==> config.mk <==
export PLATFORM = sky130hd
export DESIGN_NAME = firebird7_in_gate2_sol_activity_monitor_flat
export DESIGN_NICKNAME = d
export VERILOG_FILES = /design/src/rtl/firebird7_in_gate2_sol_activity_monitor_if.sv /design/src/rtl/firebird7_in_gate2_sol_activity_monitor.sv /design/src/flat_wrapper.sv
export SDC_FILE = /design/constraint.sdc
export NUM_CORES = 1
export LEC_CHECK = 0
export CORE_MARGIN = 2
export CORE_UTILIZATION = 45
export CTS_CLUSTER_SIZE = 10
export DETAILED_ROUTE_END_ITERATION = 16
export HOLD_SLACK_MARGIN = 0.08
export PLACE_DENSITY = 0.71
export SLEW_MARGIN = 20
export SYNTH_ARGS = -nofsm -noshare
export SYNTH_HDL_FRONTEND = slang
export SYNTH_SLANG_ARGS = --single-unit
==> constraint.sdc <==
create_clock -name ijtag_tck -period 4.1 [get_ports ijtag_tck]
set_input_delay 0.82 -clock ijtag_tck [delete_from_list [all_inputs] [get_ports ijtag_tck]]
set_output_delay 0.82 -clock ijtag_tck [all_outputs]
set_load 0.05 [all_outputs]
==> src/rtl/firebird7_in_gate2_sol_activity_monitor_if.sv <==
// Signal bundle between the gate2 control/status TDR side and the scan-out-line activity monitor.
// The TDR side uses the master modport and the monitor uses the slave modport.
interface firebird7_in_gate2_sol_activity_monitor_if #(
  parameter int CNT_W = 15,
  parameter int WIN_W = 16
);
  logic             scan_out_line;
  logic             mon_start;
  logic             mon_clr;
  logic             mon_mode;
  logic [WIN_W-1:0] win_len;
  logic             sol_out;
  logic             sol_tog_status;
  logic [CNT_W-1:0] sol_cnt_status;
  logic             mon_busy;
  logic             mon_done;

  modport master (
    output scan_out_line, mon_start, mon_clr, mon_mode, win_len,
    input  sol_out, sol_tog_status, sol_cnt_status, mon_busy, mon_done
  );

  modport slave (
    input  scan_out_line, mon_start, mon_clr, mon_mode, win_len,
    output sol_out, sol_tog_status, sol_cnt_status, mon_busy, mon_done
  );
endinterface

==> src/rtl/firebird7_in_gate2_sol_activity_monitor.sv <==
// Scan-out-line activity monitor: registered line sample, sticky toggle flag and saturating count over a TCK window.
// Optional macro SOL_MON_SYNC_EN inserts a 2-flop synchronizer ahead of the sample register.
module firebird7_in_gate2_sol_activity_monitor #(
  parameter int CNT_W = 15,
  parameter int WIN_W = 16
) (
  input  logic ijtag_tck,
  input  logic ijtag_reset,
  firebird7_in_gate2_sol_activity_monitor_if.slave mon
);

  typedef enum logic [1:0] {
    IDLE  = 2'd0,
    ARM   = 2'd1,
    COUNT = 2'd2,
    DONE  = 2'd3
  } state_e;

  state_e           state_q;
  logic             samp_q;
  logic             last_q;
  logic             line_s;
  logic [CNT_W-1:0] cnt_q;
  logic [CNT_W-1:0] cnt_d;
  logic             tog_q;
  logic             tog_d;
  logic [WIN_W-1:0] win_rem_q;
  logic             busy_q;
  logic             done_q;
  logic             evt;

`ifdef SOL_MON_SYNC_EN
  logic sync1_q;
  logic sync2_q;

  always_ff @(posedge ijtag_tck) begin
    if (ijtag_reset) begin
      sync1_q <= 1'b0;
      sync2_q <= 1'b0;
    end else begin
      sync1_q <= mon.scan_out_line;
      sync2_q <= sync1_q;
    end
  end

  assign line_s = sync2_q;
`else
  assign line_s = mon.scan_out_line;
`endif

  // Sample pipeline runs in every state; last_q holds the previous sample for edge detection.
  always_ff @(posedge ijtag_tck) begin
    if (ijtag_reset) begin
      samp_q <= 1'b0;
      last_q <= 1'b0;
    end else begin
      // NOTE: non-blocking so last_q captures the old samp_q, not the value written this edge.
      samp_q <= line_s;
      last_q <= samp_q;
    end
  end

  always_comb begin
    // NOTE: defaults first so every path assigns every output and no latch is inferred.
    evt   = mon.mon_mode ? samp_q : (samp_q ^ last_q);
    cnt_d = cnt_q;
    tog_d = tog_q | (samp_q ^ last_q);
    if (evt && (cnt_q != '1)) begin
      cnt_d = cnt_q + CNT_W'(1);
    end
  end

  // win_rem_q==0 while counting means free-run; a finite window leaves COUNT when it reaches 1.
  always_ff @(posedge ijtag_tck) begin
    if (ijtag_reset || mon.mon_clr) begin
      state_q   <= IDLE;
      cnt_q     <= '0;
      tog_q     <= 1'b0;
      win_rem_q <= '0;
      busy_q    <= 1'b0;
      done_q    <= 1'b0;
    end else begin
      case (state_q)
        IDLE: begin
          if (mon.mon_start) begin
            state_q <= ARM;
            busy_q  <= 1'b1;
          end
        end
        ARM: begin
          cnt_q     <= '0;
          tog_q     <= 1'b0;
          win_rem_q <= mon.win_len;
          state_q   <= COUNT;
        end
        COUNT: begin
          if (mon.mon_start) begin
            state_q <= ARM;
          end else begin
            cnt_q <= cnt_d;
            tog_q <= tog_d;
            if (win_rem_q != '0) begin
              win_rem_q <= win_rem_q - WIN_W'(1);
              if (win_rem_q == WIN_W'(1)) begin
                state_q <= DONE;
                busy_q  <= 1'b0;
                done_q  <= 1'b1;
              end
            end
          end
        end
        DONE: begin
          if (mon.mon_start) begin
            state_q <= ARM;
            busy_q  <= 1'b1;
            done_q  <= 1'b0;
          end
        end
        default: begin
          state_q <= IDLE;
          busy_q  <= 1'b0;
          done_q  <= 1'b0;
        end
      endcase
    end
  end

  assign mon.sol_out        = samp_q;
  assign mon.sol_tog_status = tog_q;
  assign mon.sol_cnt_status = cnt_q;
  assign mon.mon_busy       = busy_q;
  assign mon.mon_done       = done_q;

endmodule

==> src/flat_wrapper.sv <==
// flat-port wrapper written by rule: the top's interface ports become plain ports
module firebird7_in_gate2_sol_activity_monitor_flat 
#(
  parameter int CNT_W = 15,
  parameter int WIN_W = 16
)
  (ijtag_tck, ijtag_reset, mon_scan_out_line, mon_mon_start, mon_mon_clr, mon_mon_mode, mon_win_len, mon_sol_out, mon_sol_tog_status, mon_sol_cnt_status, mon_mon_busy, mon_mon_done);
  firebird7_in_gate2_sol_activity_monitor_if #(.CNT_W(CNT_W), .WIN_W(WIN_W)) mon_i ();
  input  logic ijtag_tck;
  input  logic ijtag_reset;
  input wire logic [$bits(mon_i.scan_out_line)-1:0] mon_scan_out_line;
  input wire logic [$bits(mon_i.mon_start)-1:0] mon_mon_start;
  input wire logic [$bits(mon_i.mon_clr)-1:0] mon_mon_clr;
  input wire logic [$bits(mon_i.mon_mode)-1:0] mon_mon_mode;
  input wire logic [$bits(mon_i.win_len)-1:0] mon_win_len;
  output wire logic [$bits(mon_i.sol_out)-1:0] mon_sol_out;
  output wire logic [$bits(mon_i.sol_tog_status)-1:0] mon_sol_tog_status;
  output wire logic [$bits(mon_i.sol_cnt_status)-1:0] mon_sol_cnt_status;
  output wire logic [$bits(mon_i.mon_busy)-1:0] mon_mon_busy;
  output wire logic [$bits(mon_i.mon_done)-1:0] mon_mon_done;
  assign mon_i.scan_out_line = mon_scan_out_line;
  assign mon_i.mon_start = mon_mon_start;
  assign mon_i.mon_clr = mon_mon_clr;
  assign mon_i.mon_mode = mon_mon_mode;
  assign mon_i.win_len = mon_win_len;
  assign mon_sol_out = mon_i.sol_out;
  assign mon_sol_tog_status = mon_i.sol_tog_status;
  assign mon_sol_cnt_status = mon_i.sol_cnt_status;
  assign mon_mon_busy = mon_i.mon_busy;
  assign mon_mon_done = mon_i.mon_done;
  firebird7_in_gate2_sol_activity_monitor #(.CNT_W(CNT_W), .WIN_W(WIN_W)) u_core (.ijtag_tck(ijtag_tck), .ijtag_reset(ijtag_reset), .mon(mon_i));
endmodule
==> results of run 1 <==
==> sequential cells by signal, summed over array words and instances, names as in the netlist <==
| signal | cells |
|---|---|
| u_core.win_rem_q | 16 |
| u_core.last_q | 1 |
| u_core.mon.mon_done | 1 |
| u_core.mon.sol_out | 1 |
| u_core.mon.sol_tog_status | 1 |
| u_core.state_q | 2 |
| u_core.mon.mon_busy | 1 |
| u_core.mon.sol_cnt_status | 15 |
==> report_power, final <==
part / internal (W) / switching (W) / total [W]
Sequential: 0.000377 / 0.00000816 / 0.000385
Combinational: 0.0000652 / 0.0000924 / 0.000158
Clock: 0.000170 / 0.000132 / 0.000302
Total: 0.000612 / 0.000233 / 0.000845
==> worst paths after layout <==
kind / end / cells past startpoint
min reg2reg: u_core.mon.mon_busy / 2
min: u_core.mon.mon_busy / 2
max reg2reg: u_core.mon.sol_cnt_status[12] / 6
max: u_core.mon.sol_cnt_status[9] / 6
==> per-stage QoR <==
step / utilization (%) / hold slack [ns] / power, W / setup WS (ns)
6_report: 57.73 / 0.4685 / 0.0008453 / 1.293
2_1_floorplan: - / 0.4387 / 0.0005033 / 1.564
5_1_grt: 57.73 / 0.4846 / 0.0008866 / 1.081
3_3_place_gp: 55.39 / 0.4503 / 0.0005488 / 1.046
3_5_place_dp: 55.39 / 0.4571 / 0.0005502 / 0.9774
4_1_cts: 57.73 / 0.4679 / 0.0008511 / 1.285
==> kinds of logic (layout without fill, tap and decap cells) <==
group                      after synthesis  after routing  synth area share [%]
adders and majority gates                6              6                 3.462
and+or+nand+nor                        115            115                 27.41
DFF                                     38             38                 35.08
AOI/OAI and AO/OA                       74             74                 22.33
xor gates and xnor gates                 8              8                 3.578
buffers and inverters                   30             66                 5.366
muxes                                    6              6                 2.770
==> Yosys cell counts, types with 3 or more instances <==
cell and instances:
buf_1 4, a211oi_1 4, and3_1 3, mux2i_1 6
nand3_1 9, o21ai_0 9, a21oi_1 24, a31oi_1 8
nor4_1 8, nand4_1 6, o31ai_1 5, nand2b_1 5
inv_1 15, o32ai_1 11, nor4b_1 3, nor2b_1 11
or4_1 5, xnor2_1 6, ha_1 6, clkbuf_1 8
nor2_1 21, nor3_1 4, dfxtp_1 38, nand2_1 31
==> worst max-delay path: cells and delay by family <==
family | cells | cell delay [ns]
xor gates and xnor gates | 1 | 0.18
buffers and inverters | 1 | 0.45
and+or+nand+nor | 3 | 1.43
AOI/OAI and AO/OA | 1 | 0.15
==> per-layer routing <==
| layer | wire length (um) | global-route usage (%) | up-vias |
|---|---|---|---|
| li1 | - | - | 1084 |
| met4 | 65 | 6.061 | 0 |
| met3 | 184 | 4.115 | 7 |
| met2 | 2269 | 31.83 | 48 |
| met5 | 0 | 0 | - |
| met1 | 2424 | 25.68 | 1006 |
==> layout make-up <==
type,count,share of cell area [%]
inverters,15,2.079
well taps,54,2.494
repair buffers,43,15.61
clock buffers,8,4.065
flip-flops and latches,38,28.08
multi-input cells,209,47.67
==> results.yml, run 1 <==
outcome:
  status: "finished clean"
detailed_routing:
  drc_errors: 0
  drt_first_pass_iters: 4
  ant_nets: 0
  post_drt_via_cell_ratio: 5.845
  via_count: 2145
  drt_iter0_markers: 126
  wl_per_cell_um: 13.47
  wirelength_mm: 4.944
cells_and_area:
  areaGrowthSynthToFinish_pct: 24.93
  final_common_cell: "clkdlybuf4s50_1"
  layout_common_cells: "40 x clkdlybuf4s50_1, 38 x dfxtp_1, 31 x nand2_1"
  final_area_um2: 2709
  drive_above_1_share_pct: 5.431
  nNetsFinal: 340
  instances_no_fill: 367
  ff_latch_area_um2: 760.7
  nFillCells: 449
  diodes: 0
  multi_input_area_um2: 1291
power:
  ir_drop_mv: 0.1436
  leakagePower_nw: 0.9502
  powerDensity_nw_per_um2: 312.1
global_route:
  antenna_found_initial: 0
  grt_pass1_vias: 1875
  grt_pass1_wl_mm: 8.376
  grtUsageTotal_pct: 19.45
  grt_max_degree: 50
  overflow: 0
placed_design:
  dp_hpwl_mm: 3.413
  placedCellCount: 359
  placed_area_um2: 2599
  place_congestion: 0.8119
  io_buffers: 40
clock_network:
  postCtsSetupBuffers: 0
  root_buffer: "clkbuf_8"
  cts_tree: "done"
  insertion_delay_ns: 0.29
  path_clk_slew_ns: 0.08
  ctsResizeCount: 0
  cts_sinks: 38
  cts_buffer_depth: 2
  h-tree-depth: 2
  ctsHoldBuffers: 0
  cts_buffers: 5
run:
  drv_cap: 0
floorplan:
  row_count: 25
  die_h_um: 73.42
  start_util_pct: 46.21
  core_area_um2: 4692
  dieArea_um2: 5390
  die_x_um: 73.42
  boundaryPins: 41
setup_path:
  worstSetupStartpointType: "primary input"
  rrSetupSlack_ns: 1.82
  worst_setup_path_end_kind: "register"
  cp.arrival_ns: 3.02
  crit_fanout: 8
  crit_start: "mon_mon_mode"
  critical_path_required_ns: 4.32
  path_cells: "clkdlybuf4s50_1 -> and2b_2 -> xnor2_2 -> or4_1 -> or4_1 -> a21oi_1"
  max_stage_delay_ns: 0.69
  r2r-start: "u_core.state_q[1]"
  crit_slowest_cell: "or4_1"
  crit_type: "in2reg"
  crit_top_cell: "or4_1"
timing:
  finalSetupViolations: 0
  relSlewSlack_pct: 41.42
  fin_setup_tns_ns: 0
  worstMarginPinSlew_ns: 0.8664
  fmax_ghz: 0.3562
  drv_slew: 0
  post-route-period-util_pct: 68.47
  period_needed_ns: 2.807
  worst_clock_skew_ns: 0.006954
  grt_setup_unrepaired: "no"
  finalHoldViolations: 0
logic_synthesis:
  synth_flop_cell: "dfxtp_1"
  ys_seq_area_share_pct: 35.08
  yosysWarningCount: 0
  yosys.area.top_type: "dfxtp_1"
  yosys.area.top_type_share_pct: 35.08
  synth.distinct_cells: 45
  synthTopCellsByArea: "dfxtp_1 35%, a21oi_1 5.5%, nand2_1 5.4%"
  syn_area_um2: 2168
  synth-seq-cells: 38
  syn_avg_cell_area_um2: 7.828
  synthCells: 277
  synth_edf_count: 0
  synth_nets: 305
  synthArstFlopShare_pct: 0
min_path:
  min_path_type: "reg2reg"
  min_from: "u_core.mon.mon_busy"
No activity file was read; power rests on OpenSTA's default activity.
==> run 2: changes to the inputs <==
- clock period: 4.1 -> 2.59 ns (I/O delays scaled with it)
==> results.yml, run 2 (same netlist as run 1, synthesis figures left out) <==
timing:
  grt_setup_unrepaired: "no"
  finalSetupViolations: 0
  finalHoldViolations: 0
  fin_setup_tns_ns: 0
  drv_slew: 0
  relSlewSlack_pct: 45.00
  post-route-period-util_pct: 91.94
  period_needed_ns: 2.381
  fmax_ghz: 0.4199
  worstMarginPinSlew_ns: 0.8174
  worst_clock_skew_ns: 0.003464
placed_design:
  place_congestion: 0.8520
  dp_hpwl_mm: 3.532
  io_buffers: 40
detailed_routing:
  drt_first_pass_iters: 5
  drt_iter0_markers: 164
  via_count: 2107
  post_drt_via_cell_ratio: 5.559
  ant_nets: 0
  wirelength_mm: 4.976
  wl_per_cell_um: 13.13
  drc_errors: 0
clock_network:
  cts_sinks: 38
  insertion_delay_ns: 0.29
  path_clk_slew_ns: 0.07
  cts_buffers: 5
  ctsHoldBuffers: 0
  ctsResizeCount: 0
  cts_buffer_depth: 2
  postCtsSetupBuffers: 0
  root_buffer: "clkbuf_8"
  h-tree-depth: 2
  cts_tree: "done"
floorplan:
  boundaryPins: 41
  die_h_um: 73.42
  dieArea_um2: 5390
  row_count: 25
  die_x_um: 73.42
  core_area_um2: 4692
  start_util_pct: 46.21
power:
  powerDensity_nw_per_um2: 467.0
  p_comb_share_pct: 20.4
  p_switching_w: 0.0003701
  ir_drop_mv: 0.2889
  p_sw_share_pct: 28.50
  leakagePower_nw: 0.9962
  pwr-share-clk_pct: 32.6
  p_int_w: 0.0009283
  seq_power_share_pct: 47.0
cells_and_area:
  layout_common_cells: "40 x clkdlybuf4s50_1, 38 x dfxtp_1, 31 x nand2_1"
  largest_reg_flops: 16
  nNetsFinal: 352
  multi_input_area_um2: 1291
  areaGrowthSynthToFinish_pct: 28.22
  post-route-util_pct: 59.25
  regMostFlops: "u_core.win_rem_q"
  nFillCells: 430
  final_common_cell: "clkdlybuf4s50_1"
  diodes: 0
  drive_above_1_share_pct: 8.615
  ff_latch_area_um2: 760.7
setup_path:
  crit_type: "in2reg"
  worst_setup_path_end_kind: "register"
  cp.arrival_ns: 2.60
  crit_fanout: 5
  worstSetupStartpointType: "primary input"
  rrSetupSlack_ns: 0.47
  critical_path_required_ns: 2.81
global_route:
  grt_pass1_vias: 1793
  antenna_found_initial: 0
  grt_max_degree: 50
  grt_pass1_wl_mm: 8.176
  grtUsageTotal_pct: 19.11
  overflow: 0
run:
  drv_cap: 0
outcome:
  status: "finished clean"
min_path:
  min_path_type: "reg2reg"
[run 2: power by group through the flow]
stage	combinational [W]	clock, W	sequential [W]
2_1_floorplan	0.000168	0	0.000628
3_3_place_gp	0.000262	0	0.000623
3_5_place_dp	0.000263	0	0.000623
4_1_cts	0.000264	0.000438	0.000610
6_report	0.000265	0.000423	0.000610
5_1_grt	0.000292	0.000449	0.000612
[run 2: stage by stage]
step	hold WS, ns	std cells	total power (W)	area (um2)	setup slack, ns
2_1_floorplan	0.4387	277	0.0007968	2168	0.2858
3_3_place_gp	0.4507	371	0.0008847	2689	-0.05040
3_5_place_dp	0.4612	371	0.0008860	2689	-0.08334
4_1_cts	0.4725	379	0.001312	2780	0.2258
5_1_grt	0.4933	379	0.001353	2780	0.1743
6_report	0.4663	379	0.001298	2780	0.2087
[run 2: cell type report]
| class | instances | area share, % |
|---|---|---|
| Inverter | 15 | 2.025 |
| Clock inverter | 1 | 0.1800 |
| Clock buffer | 7 | 3.105 |
| Multi-Input combinational cell | 209 | 46.44 |
| Sequential cell | 38 | 27.36 |
| Tap cell | 54 | 2.430 |
| Timing Repair Buffer | 55 | 18.45 |
[run 2: path summary, 6_finish.rpt]
path | start | end | depth (start not counted)
max | mon_mon_mode | u_core.mon.sol_cnt_status[11] | 6
min | u_core.mon.mon_busy | u_core.mon.mon_busy | 2
max reg2reg | u_core.mon.sol_cnt_status[8] | u_core.mon.sol_cnt_status[1] | 6
min reg2reg | u_core.mon.mon_busy | u_core.mon.mon_busy | 2
[run 2: layer usage]
metal | track usage (%) | part of all wire (%) | up-vias | routed length [um]
li1 | - | - | 1102 | -
met1 | 25.87 | 50 | 955 | 2492
met2 | 30.13 | 45 | 45 | 2240
met3 | 3.704 | 3.5 | 5 | 172
met4 | 7.273 | 1.4 | 0 | 70
met5 | 0 | 0 | - | 0
[run 2: critical path, stage by stage]
cell and delay (ns):
clkdlybuf4s50_1 0.45, and2b_2 0.22, xnor2_2 0.14, or4_1 0.61
or4_1 0.50, a21oi_1 0.17
==> run 3: changes to the inputs <==
- CTS_CLUSTER_SIZE: 10 -> unset
==> results of run 3 <==
Same layout as run 2: the final DEF is identical, and so are final timing and power.
